<file path="config.mk">
export PLATFORM = sky130hd
export DESIGN_NAME = udp_rx_parser
export DESIGN_NICKNAME = d
export VERILOG_FILES = /design/src/rtl/udp_rx_parser.sv
export SDC_FILE = /design/constraint.sdc
export NUM_CORES = 1
export LEC_CHECK = 0
export CAP_MARGIN = 20
export CORE_ASPECT_RATIO = 0.7
export CORE_MARGIN = 2
export CORE_UTILIZATION = 60
export CTS_CLUSTER_DIAMETER = 120
export DETAILED_ROUTE_END_ITERATION = 12
export PLACE_DENSITY = 0.95
export SKIP_LAST_GASP = 1
export SYNTH_ARGS = -nofsm -noshare
export SYNTH_HDL_FRONTEND = slang
export SYNTH_SLANG_ARGS = --single-unit
</file>
<file path="constraint.sdc">
create_clock -name r_clk -period 6.6 [get_ports r_clk]
set_input_delay 1.98 -clock r_clk [delete_from_list [all_inputs] [get_ports r_clk]]
set_output_delay 1.98 -clock r_clk [all_outputs]
set_load 0.1 [all_outputs]
</file>
<file path="src/rtl/udp_rx_parser.sv">
// udp_rx_parser
// MII (4-bit nibble) UDP/IPv4 receive parser. Strips preamble, Ethernet, IPv4 and UDP
// headers, filters on destination MAC, destination IP, fragmentation and UDP destination
// port over NCH consecutive port channels, and streams payload bytes with SOF/EOF/channel
// tags. Keeps saturating counts of delivered and rejected frames.
//
// Optional feature: define UDP_RX_IPCSUM_EN to verify the IPv4 header checksum. A frame
// whose header does not sum to 16'hFFFF is dropped before any payload strobe. When the
// macro is undefined, the checksum field is ignored and no adder is built.
//
// Ports
//   r_clk     in   receive clock (MII RX clock)
//   rst       in   synchronous, active-high reset
//   r_dv      in   MII receive data valid
//   datain    in   MII receive nibble, low nibble of each byte first
//   rx_data   out  payload byte
//   rx_valid  out  rx_data strobe, one cycle per byte
//   rx_sof    out  with rx_valid: first payload byte
//   rx_eof    out  with rx_valid: last payload byte
//   rx_ch     out  channel index (dst port - PORT_BASE), stable from SOF to EOF
//   rx_abort  out  one-cycle pulse when r_dv drops before the last payload byte
//   src_mac   out  source MAC of the current/last frame that reached payload
//   src_ip    out  source IPv4 address of the current/last frame that reached payload
//   src_port  out  UDP source port of the current/last frame that reached payload
//   pkt_cnt   out  frames delivered, saturating
//   drop_cnt  out  frames rejected after SFD, saturating
module udp_rx_parser #(
  parameter logic [47:0] LOCAL_MAC    = 48'h00_0A_35_01_FE_C0,
  parameter logic [31:0] LOCAL_IP     = 32'hC0_A8_00_02,
  parameter logic [15:0] PORT_BASE    = 16'd8080,
  parameter int unsigned NCH          = 4,
  parameter bit          ACCEPT_BCAST = 1'b1,
  localparam int unsigned CHW         = (NCH > 1) ? $clog2(NCH) : 1
) (
  input  logic           r_clk,
  input  logic           rst,
  input  logic           r_dv,
  input  logic [3:0]     datain,
  output logic [7:0]     rx_data,
  output logic           rx_valid,
  output logic           rx_sof,
  output logic           rx_eof,
  output logic [CHW-1:0] rx_ch,
  output logic           rx_abort,
  output logic [47:0]    src_mac,
  output logic [31:0]    src_ip,
  output logic [15:0]    src_port,
  output logic [15:0]    pkt_cnt,
  output logic [15:0]    drop_cnt
);

  typedef enum logic [2:0] {
    StIdle, StPre, StEth, StIp, StUdp, StData, StWait, StDrop
  } state_e;

  state_e         state_q;
  logic           phase_q;   // 0: expecting low nibble, 1: expecting high nibble
  logic [3:0]     lo_q;      // held low nibble (also previous nibble while in StPre)
  logic [7:0]     prev_q;    // previous header byte, for 16-bit fields
  logic [39:0]    sh_q;      // last five header bytes, for 32/48-bit fields
  logic [5:0]     idx_q;     // header byte index after SFD (0..41)
  logic [47:0]    smac_q;
  logic [31:0]    sip_q;
  logic [15:0]    sport_q;
  logic [CHW-1:0] ch_q;
  logic [15:0]    remain_q;  // payload bytes still to deliver
  logic           first_q;

  logic [7:0]  byte_w;
  logic [15:0] word_w;
  logic [47:0] dmac_w;
  logic [31:0] dip_w;
  logic        mac_ok;
  logic        port_ok;
  logic        csum_bad;
  logic        hdr_fail;

  assign byte_w = {datain, lo_q};
  assign word_w = {prev_q, byte_w};
  assign dmac_w = {sh_q, byte_w};
  assign dip_w  = {sh_q[23:0], byte_w};
  assign mac_ok = (dmac_w == LOCAL_MAC) ||
                  (ACCEPT_BCAST && (dmac_w == 48'hFFFF_FFFF_FFFF));
  assign port_ok = ({1'b0, word_w} >= {1'b0, PORT_BASE}) &&
                   ({1'b0, word_w} < ({1'b0, PORT_BASE} + 17'(NCH)));

`ifdef UDP_RX_IPCSUM_EN
  logic [15:0] csum_q;
  logic [16:0] csum_sum;
  logic [15:0] csum_next;

  // Ones-complement accumulate with end-around carry; the folded sum cannot carry again.
  assign csum_sum  = {1'b0, csum_q} + {1'b0, word_w};
  assign csum_next = csum_sum[15:0] + {15'd0, csum_sum[16]};
  assign csum_bad  = (csum_next != 16'hFFFF);

  // Header words complete on odd byte indices 15..33 while in StIp.
  always_ff @(posedge r_clk) begin
    if (rst || (state_q == StPre)) begin
      csum_q <= '0;
    end else if ((state_q == StIp) && r_dv && phase_q && idx_q[0]) begin
      csum_q <= csum_next;
    end
  end
`else
  assign csum_bad = 1'b0;
`endif

  // Each filter check fires on the byte that completes its field.
  always_comb begin
    hdr_fail = 1'b0;
    case (idx_q)
      6'd5:    hdr_fail = !mac_ok;
      6'd13:   hdr_fail = (word_w != 16'h0800);
      6'd14:   hdr_fail = (byte_w != 8'h45);
      6'd21:   hdr_fail = prev_q[5] || (prev_q[4:0] != 5'd0) || (byte_w != 8'd0);
      6'd23:   hdr_fail = (byte_w != 8'h11);
      6'd33:   hdr_fail = (dip_w != LOCAL_IP) || csum_bad;
      6'd37:   hdr_fail = !port_ok;
      6'd39:   hdr_fail = (word_w < 16'd8);
      default: hdr_fail = 1'b0;
    endcase
  end

  function automatic logic [15:0] sat_inc(input logic [15:0] v);
    return (v == 16'hFFFF) ? v : v + 16'd1;
  endfunction

  always_ff @(posedge r_clk) begin
    if (rst) begin
      state_q  <= StIdle;
      phase_q  <= 1'b0;
      lo_q     <= '0;
      prev_q   <= '0;
      sh_q     <= '0;
      idx_q    <= '0;
      smac_q   <= '0;
      sip_q    <= '0;
      sport_q  <= '0;
      ch_q     <= '0;
      remain_q <= '0;
      first_q  <= 1'b0;
      rx_data  <= '0;
      rx_valid <= 1'b0;
      rx_sof   <= 1'b0;
      rx_eof   <= 1'b0;
      rx_ch    <= '0;
      rx_abort <= 1'b0;
      src_mac  <= '0;
      src_ip   <= '0;
      src_port <= '0;
      pkt_cnt  <= '0;
      drop_cnt <= '0;
    end else begin
      rx_valid <= 1'b0;
      rx_sof   <= 1'b0;
      rx_eof   <= 1'b0;
      rx_abort <= 1'b0;

      unique case (state_q)
        StIdle: begin
          if (r_dv) begin
            state_q <= StPre;
            phase_q <= 1'b0;
            lo_q    <= datain;
          end
        end

        // SFD is matched nibble-wise (5 then D) so the byte alignment of the preamble
        // does not matter; byte phase restarts right after it.
        StPre: begin
          if (!r_dv) begin
            state_q <= StIdle;
          end else begin
            lo_q <= datain;
            if ((lo_q == 4'h5) && (datain == 4'hD)) begin
              state_q <= StEth;
              phase_q <= 1'b0;
              idx_q   <= '0;
            end
          end
        end

        StEth, StIp, StUdp: begin
          if (!r_dv) begin
            state_q  <= StIdle;
            drop_cnt <= sat_inc(drop_cnt);
          end else if (!phase_q) begin
            lo_q    <= datain;
            phase_q <= 1'b1;
          end else begin
            phase_q <= 1'b0;
            prev_q  <= byte_w;
            sh_q    <= {sh_q[31:0], byte_w};
            idx_q   <= idx_q + 6'd1;
            if (hdr_fail) begin
              state_q  <= StDrop;
              drop_cnt <= sat_inc(drop_cnt);
            end else begin
              case (idx_q)
                6'd11: smac_q   <= dmac_w;
                6'd13: state_q  <= StIp;
                6'd29: sip_q    <= dip_w;
                6'd33: state_q  <= StUdp;
                6'd35: sport_q  <= word_w;
                6'd37: ch_q     <= CHW'(word_w - PORT_BASE);
                6'd39: remain_q <= word_w - 16'd8;
                6'd41: begin
                  if (remain_q == 16'd0) begin
                    state_q <= StWait;
                    pkt_cnt <= sat_inc(pkt_cnt);
                  end else begin
                    state_q  <= StData;
                    first_q  <= 1'b1;
                    rx_ch    <= ch_q;
                    src_mac  <= smac_q;
                    src_ip   <= sip_q;
                    src_port <= sport_q;
                  end
                end
                default: ;
              endcase
            end
          end
        end

        StData: begin
          if (!r_dv) begin
            state_q  <= StIdle;
            rx_abort <= 1'b1;
          end else if (!phase_q) begin
            lo_q    <= datain;
            phase_q <= 1'b1;
          end else begin
            phase_q  <= 1'b0;
            rx_valid <= 1'b1;
            rx_data  <= byte_w;
            rx_sof   <= first_q;
            first_q  <= 1'b0;
            remain_q <= remain_q - 16'd1;
            if (remain_q == 16'd1) begin
              rx_eof  <= 1'b1;
              pkt_cnt <= sat_inc(pkt_cnt);
              state_q <= StWait;
            end
          end
        end

        // Padding and FCS are skipped until the carrier drops.
        StWait, StDrop: begin
          if (!r_dv) begin
            state_q <= StIdle;
          end
        end

        default: state_q <= StIdle;
      endcase
    end
  end

endmodule

</file>
==> impl_metrics.ini, run 1 <==
[grt]
gr-total-overflow = 0
grt_pass1_wl_um = 55970
grt_antenna_before_repair = 0
grt_pass1_vias = 11300
grt.total_usage = 0.3006
grt_max_degree = 124

[pwr]
p_per_area_mw_per_mm2 = 240.2
worst_ir_drop_vdd_mv = 0.1934
p_leak_nw = 4.853

[logic_synthesis]
avgSynthCellArea_um2 = 7.744
netlist_top_cells_area = dfxtp_1 49%, nand2_1 15%, a21oi_1 11%
ys_seq_area_frac = 0.4855
synth_cells = 1656
netlist_area_mm2 = 0.01282
yosysTopAreaCell = dfxtp_1
async_reset_ff_frac = 0
synth_edf_count = 0
syn_nets = 1671
yosysWarnings = 0
ys_types = 67
synth_flop_cell = dfxtp_1
ys_ff_latch = 311
synth_top_area_share = 0.4855

[timing]
fmax_ghz = 0.1983
fin_crit_sh = 0.7642
rsz0062_at_grt = no
hold_ws_ps = 452.6
relSlewSlack = 0.2991
finalSetupTns_ps = 0
tightest_slew_ps = 1048
fin_ws_ps = 1556
period_needed_ps = 5044
skew_ps = 11.67
hold_viol = 0
setup_viol = 0
slew_viol_final = 0

[clocking]
cts_buffers = 28
cts_tree = built
cts_num_sinks = 311
clk_latency_ps = 540
clkTransAtPathRegs_ps = 60
cts_resized = 0
clockRootBuffer = clkbuf_16
post_cts_buffers = 0
ctsLongestPathBuffers = 3
cts_hold_buffers = 0
h-tree-depth = 1

[placement]
dp_hpwl_um = 21920
place_ws_ps = 1104
gpl.final_weighted_congestion = 0.9386
place_area_mm2 = 0.01429
portBuffers = 148
placed_cells = 1972

[setup_path]
timing.rr.end = src_mac[47]
cpLargestDelayFamily = simple AND/OR/NAND/NOR gates
rr_worst_depth = 9
cp-start-kind = primary input
crit_buf_inv = 1
endpoint_kind = flop
r2r_start = remain_q[0]
crit_chain = clkdlybuf4s50_1, nand2_1, or4_1, or4_1, nand3_1, and4_1, or4_1, mux2_1
arrival_ps = 5470
crit_path_max_incr_delay_ps = 830
cp_max_fo = 21
worstSetupPathType = primary input to flop
cpMostUsedCell = or4_1
cpMaxStageDelayCell = clkdlybuf4s50_1
worstPathRequired_ps = 7030
rrSetupSlack_ps = 2830

[floorplanning]
die_area_mm2 = 0.02258
core_area_mm2 = 0.02087
die_y_um = 126.3
dieWidth_um = 178.7
initial_core_util = 0.6147
std_cell_rows = 44
ios = 149

[route]
drtIter0Drc = 1594
drt-pass1-iter-count = 6
vias = 12180
vias_per_cell = 6.020
wire_per_inst_um = 17.09
drtAntennaViolNets = 0
drt-total-wl_um = 34570
drc_errors = 0

[status]
outcome = finished clean

[cells_and_area]
final_common_cell = nand2_1
stdcell_count = 2023
seq_area_mm2 = 0.006226
drive_gt1_frac = 0.04808
fillCellCount = 1474
antenna_cells = 0
final_cell_mix = 503 x nand2_1, 311 x dfxtp_1, 278 x a21oi_1
nets = 1743
multiInputGateArea_mm2 = 0.006041
fin_area_mm2 = 0.01528
area_delta_synth_final_pct = 19.16

[min_path]
hold_path_end = src_mac[0]
holdCritPathClass = flop to flop
min_from = src_mac[0]
hold_depth = 2

[job]
maxCapViolCount = 0
==> area by class of cell <==
cell class              instances  share of cell area
flip-flops and latches        311              0.4074
repair buffers                166              0.1076
inverters                      16            0.003930
multi-input cells            1205              0.3953
well taps                     276             0.02260
clock buffers                  39             0.05322
clock inverters                10            0.009988
==> synth_stat cells (2+ instances only) <==
cell type,instances
buf_8,2
mux2i_1,24
mux2_1,3
clkbuf_1,102
a21oi_2,2
ha_1,8
nor3_1,30
mux2_2,2
nor4_1,17
buf_1,2
xnor2_1,18
mux2_4,2
o31ai_1,9
and2_1,6
dfxtp_1,311
nand4_1,26
a21o_1,2
nand3b_1,3
or3_1,15
inv_1,15
a211oi_1,2
nor3b_1,5
and3_1,8
or3b_1,2
a21oi_1,278
xor2_1,9
nor2b_1,12
buf_4,3
nor2_1,86
or2_2,2
nand3_1,27
and4_1,3
o21ai_0,28
nand2_1,503
o21ai_1,15
buf_2,15
nor3_2,3
nand4b_1,2
or4_1,14
o211ai_1,7
nand2b_1,7
==> cells by family (layout without fill, tap and decap cells) <==
logic type               count (synthesis)  after routing  synth area share
flip-flops                             311            311            0.4855
buffers and inverters                  140            231           0.04507
AND/OR/NAND/NOR                        780            780            0.2680
AO/OA/AOI/OAI                          359            359            0.1498
XOR/XNOR                                27             27           0.01844
multiplexers                            31             31           0.02546
adder cells (fa/ha/maj)                  8              8          0.007805
==> where the power goes <==
group / switching, mW / internal (mW)
clock: 0.696 / 1.01
sequential: 0.00941 / 1.88
combinational: 0.0568 / 0.0191
==> worst min-delay path, cell delays in order, from the launching register on <==
cell and delay, ps:
dfxtp_1 310, nand2_1 50, a21oi_1 50
==> flip-flops by register name, summed over array words and instances (netlist names), 2 cells and up <==
| name | count |
|---|---|
| state_q | 3 |
| sip_q | 32 |
| src_ip | 32 |
| prev_q | 7 |
| sport_q | 16 |
| src_port | 16 |
| src_mac | 48 |
| rx_ch | 2 |
| sh_q | 33 |
| lo_q | 4 |
| idx_q | 6 |
| pkt_cnt | 16 |
| ch_q | 2 |
| smac_q | 48 |
| drop_cnt | 16 |
| remain_q | 16 |
| rx_data | 8 |
==> layer usage <==
| metal | routed length [um] | global-route usage | up-vias |
|---|---|---|---|
| li1 | - | - | 5725 |
| met4 | 705 | 0.08656 | 0 |
| met3 | 3577 | 0.05216 | 73 |
| met5 | 0 | 0 | - |
| met1 | 14880 | 0.4280 | 5707 |
| met2 | 15400 | 0.4715 | 674 |
==> per-stage QoR <==
step / total power [mW] / utilization
2_1_floorplan: 1.984 / -
3_3_place_gp: 2.002 / 0.6845
3_5_place_dp: 2.003 / 0.6849
4_1_cts: 3.680 / 0.7312
5_1_grt: 3.765 / 0.7324
6_report: 3.671 / 0.7324
==> worst max path at each step <==
stage | startpoint | end | slack, ps | cells after the start
finish | datain[3] | drop_cnt[5] | 1560 | 8
global route | datain[3] | drop_cnt[5] | 1440 | 8
floorplan | datain[1] | drop_cnt[12] | 2430 | 9
CTS | datain[3] | drop_cnt[5] | 1660 | 8
global placement | datain[3] | drop_cnt[5] | 1160 | 8
detailed placement | datain[3] | drop_cnt[5] | 1100 | 8
Note: power is estimated with default switching activity, not from simulation.
==> inputs of run 2 (changes only) <==
--- a/config.mk
+++ b/config.mk
@@ -8,10 +8,10 @@
 export CAP_MARGIN = 20
 export CORE_ASPECT_RATIO = 0.7
 export CORE_MARGIN = 2
-export CORE_UTILIZATION = 60
+export CORE_UTILIZATION = 51
 export CTS_CLUSTER_DIAMETER = 120
 export DETAILED_ROUTE_END_ITERATION = 12
-export PLACE_DENSITY = 0.95
+export PLACE_DENSITY = 0.87
 export SKIP_LAST_GASP = 1
 export SYNTH_ARGS = -nofsm -noshare
 export SYNTH_HDL_FRONTEND = slang
==> constraint.sdc (replaced) <==
create_clock -name r_clk -period 4.55 [get_ports r_clk]
set_input_delay 1.365 -clock r_clk [delete_from_list [all_inputs] [get_ports r_clk]]
set_output_delay 1.365 -clock r_clk [all_outputs]
set_load 0.1 [all_outputs]
==> impl_metrics.ini, run 2 (synthesis gave the netlist of run 1 again) <==
[status]
outcome = finished clean

[route]
wire_per_inst_um = 16.79
drtAntennaViolNets = 0
drc_errors = 0
drt-total-wl_um = 34970
vias = 11900
drtIter0Drc = 1243
vias_per_cell = 5.713
drt-pass1-iter-count = 5

[timing]
setup_viol = 0
finalSetupTns_ps = 0
hold_viol = 0
rsz0062_at_grt = no
fin_crit_sh = 0.8294
relSlewSlack = 0.3028
skew_ps = 14.85
tightest_slew_ps = 1043
slew_viol_final = 0
fmax_ghz = 0.2650
period_needed_ps = 3774

[clocking]
clkTransAtPathRegs_ps = 60
cts_hold_buffers = 0
cts_num_sinks = 311
cts_tree = built
clockRootBuffer = clkbuf_16
post_cts_buffers = 0
clk_latency_ps = 550
cts_buffers = 29
h-tree-depth = 1
cts_resized = 0
ctsLongestPathBuffers = 3

[placement]
dp_hpwl_um = 22850
gpl.final_weighted_congestion = 0.9092
portBuffers = 148

[pwr]
swShare = 0.2096
p_int_mw = 4.179
power_frac_seq = 0.518
worst_ir_drop_vdd_mv = 0.2515
p_leak_nw = 4.908
p_per_area_mw_per_mm2 = 342.2
p_comb_frac = 0.022
p_clk_frac = 0.460
p_sw_mw = 1.108

[cells_and_area]
fin_util = 0.6259
largestRegisters = smac_q x48, src_mac x48, sh_q x33
antenna_cells = 0
nets = 1752
area_delta_synth_final_pct = 20.46
drive_gt1_frac = 0.05233
final_cell_mix = 503 x nand2_1, 311 x dfxtp_1, 278 x a21oi_1
final_common_cell = nand2_1

[setup_path]
cpMaxStageDelayCell = clkdlybuf4s50_1
arrival_ps = 4210
cp-start-kind = primary input
worstPathRequired_ps = 4980
worstSetupPathType = primary input to flop
cp_max_fo = 19
cpLargestDelayFamily = simple AND/OR/NAND/NOR gates
cpMostUsedCell = buf_4
crit_chain = clkdlybuf4s50_1, buf_4, nor4bb_1, nand4_1, a22o_1, nor4_4, and4_1, buf_4, or4_1, mux2_1
crit_path_max_incr_delay_ps = 530
crit_buf_inv = 3
endpoint_kind = flop

[floorplanning]
die_area_mm2 = 0.02645
die_y_um = 136.7
core_area_mm2 = 0.02468
ios = 149
initial_core_util = 0.5196
std_cell_rows = 48
dieWidth_um = 193.5

[job]
maxCapViolCount = 0

[grt]
gr-total-overflow = 0
grt_max_degree = 130
grt.total_usage = 0.2564
grt_antenna_before_repair = 0
grt_pass1_vias = 10940
grt_pass1_wl_um = 56010

[min_path]
holdCritPathClass = flop to flop
==> run 2: worst register-to-register path, delay by kind of cell (launching register included) <==
family	cells	cell delay, ps
compound gates	1	160
fa+ha+maj	1	170
flops	1	400
buf+inv	2	400
simple gates	5	1930
==> run 2: metal layers <==
metal  track usage  up-vias  part of all wire
met5             0        -                 0
li1              -     5729                 -
met2        0.4063      489              0.44
met4       0.05895        0             0.016
met1        0.3623     5630              0.46
met3       0.05126       53             0.087
==> run 2: layout make-up <==
cell class	instances	area, um^2
timing repair buffer	174	1759
inverter	16	60.06
fill	2128	9235
tap	325	406.6
clock inverter	10	127.6
sequential	311	6226
multi-input combinational	1205	6045
clock buffer	42	824.5
==> run 2: through the flow <==
step | setup WS, ps | hold slack, ps | instance area, um^2 | std cells | power [mW]
5_1_grt | 680.9 | 466.6 | 15450 | 2083 | 5.433
2_1_floorplan | 996.9 | 430.6 | 12820 | 1656 | 2.878
3_3_place_gp | 321.8 | 438.9 | 14450 | 2028 | 2.910
6_report | 776.4 | 452.8 | 15450 | 2083 | 5.287
3_5_place_dp | 270.5 | 446.1 | 14450 | 2029 | 2.913
4_1_cts | 837.9 | 455.6 | 15410 | 2081 | 5.317
==> run 2: power groups by stage <==
stage | Sequential (mW) | Combinational, mW | Clock (mW)
3_5_place_dp | 2.80 | 0.114 | 0
6_report | 2.74 | 0.117 | 2.43
4_1_cts | 2.74 | 0.114 | 2.46
3_3_place_gp | 2.80 | 0.111 | 0
2_1_floorplan | 2.79 | 0.0885 | 0
5_1_grt | 2.74 | 0.126 | 2.57
==> run 2: path summary, 6_finish.rpt <==
check	start	end	slack, ps	cells past startpoint
max	datain[3]	drop_cnt[5]	780	10
min	src_ip[22]	src_ip[22]	450	2
max reg2reg	remain_q[0]	src_port[7]	1400	9
min reg2reg	src_ip[22]	src_ip[22]	450	2
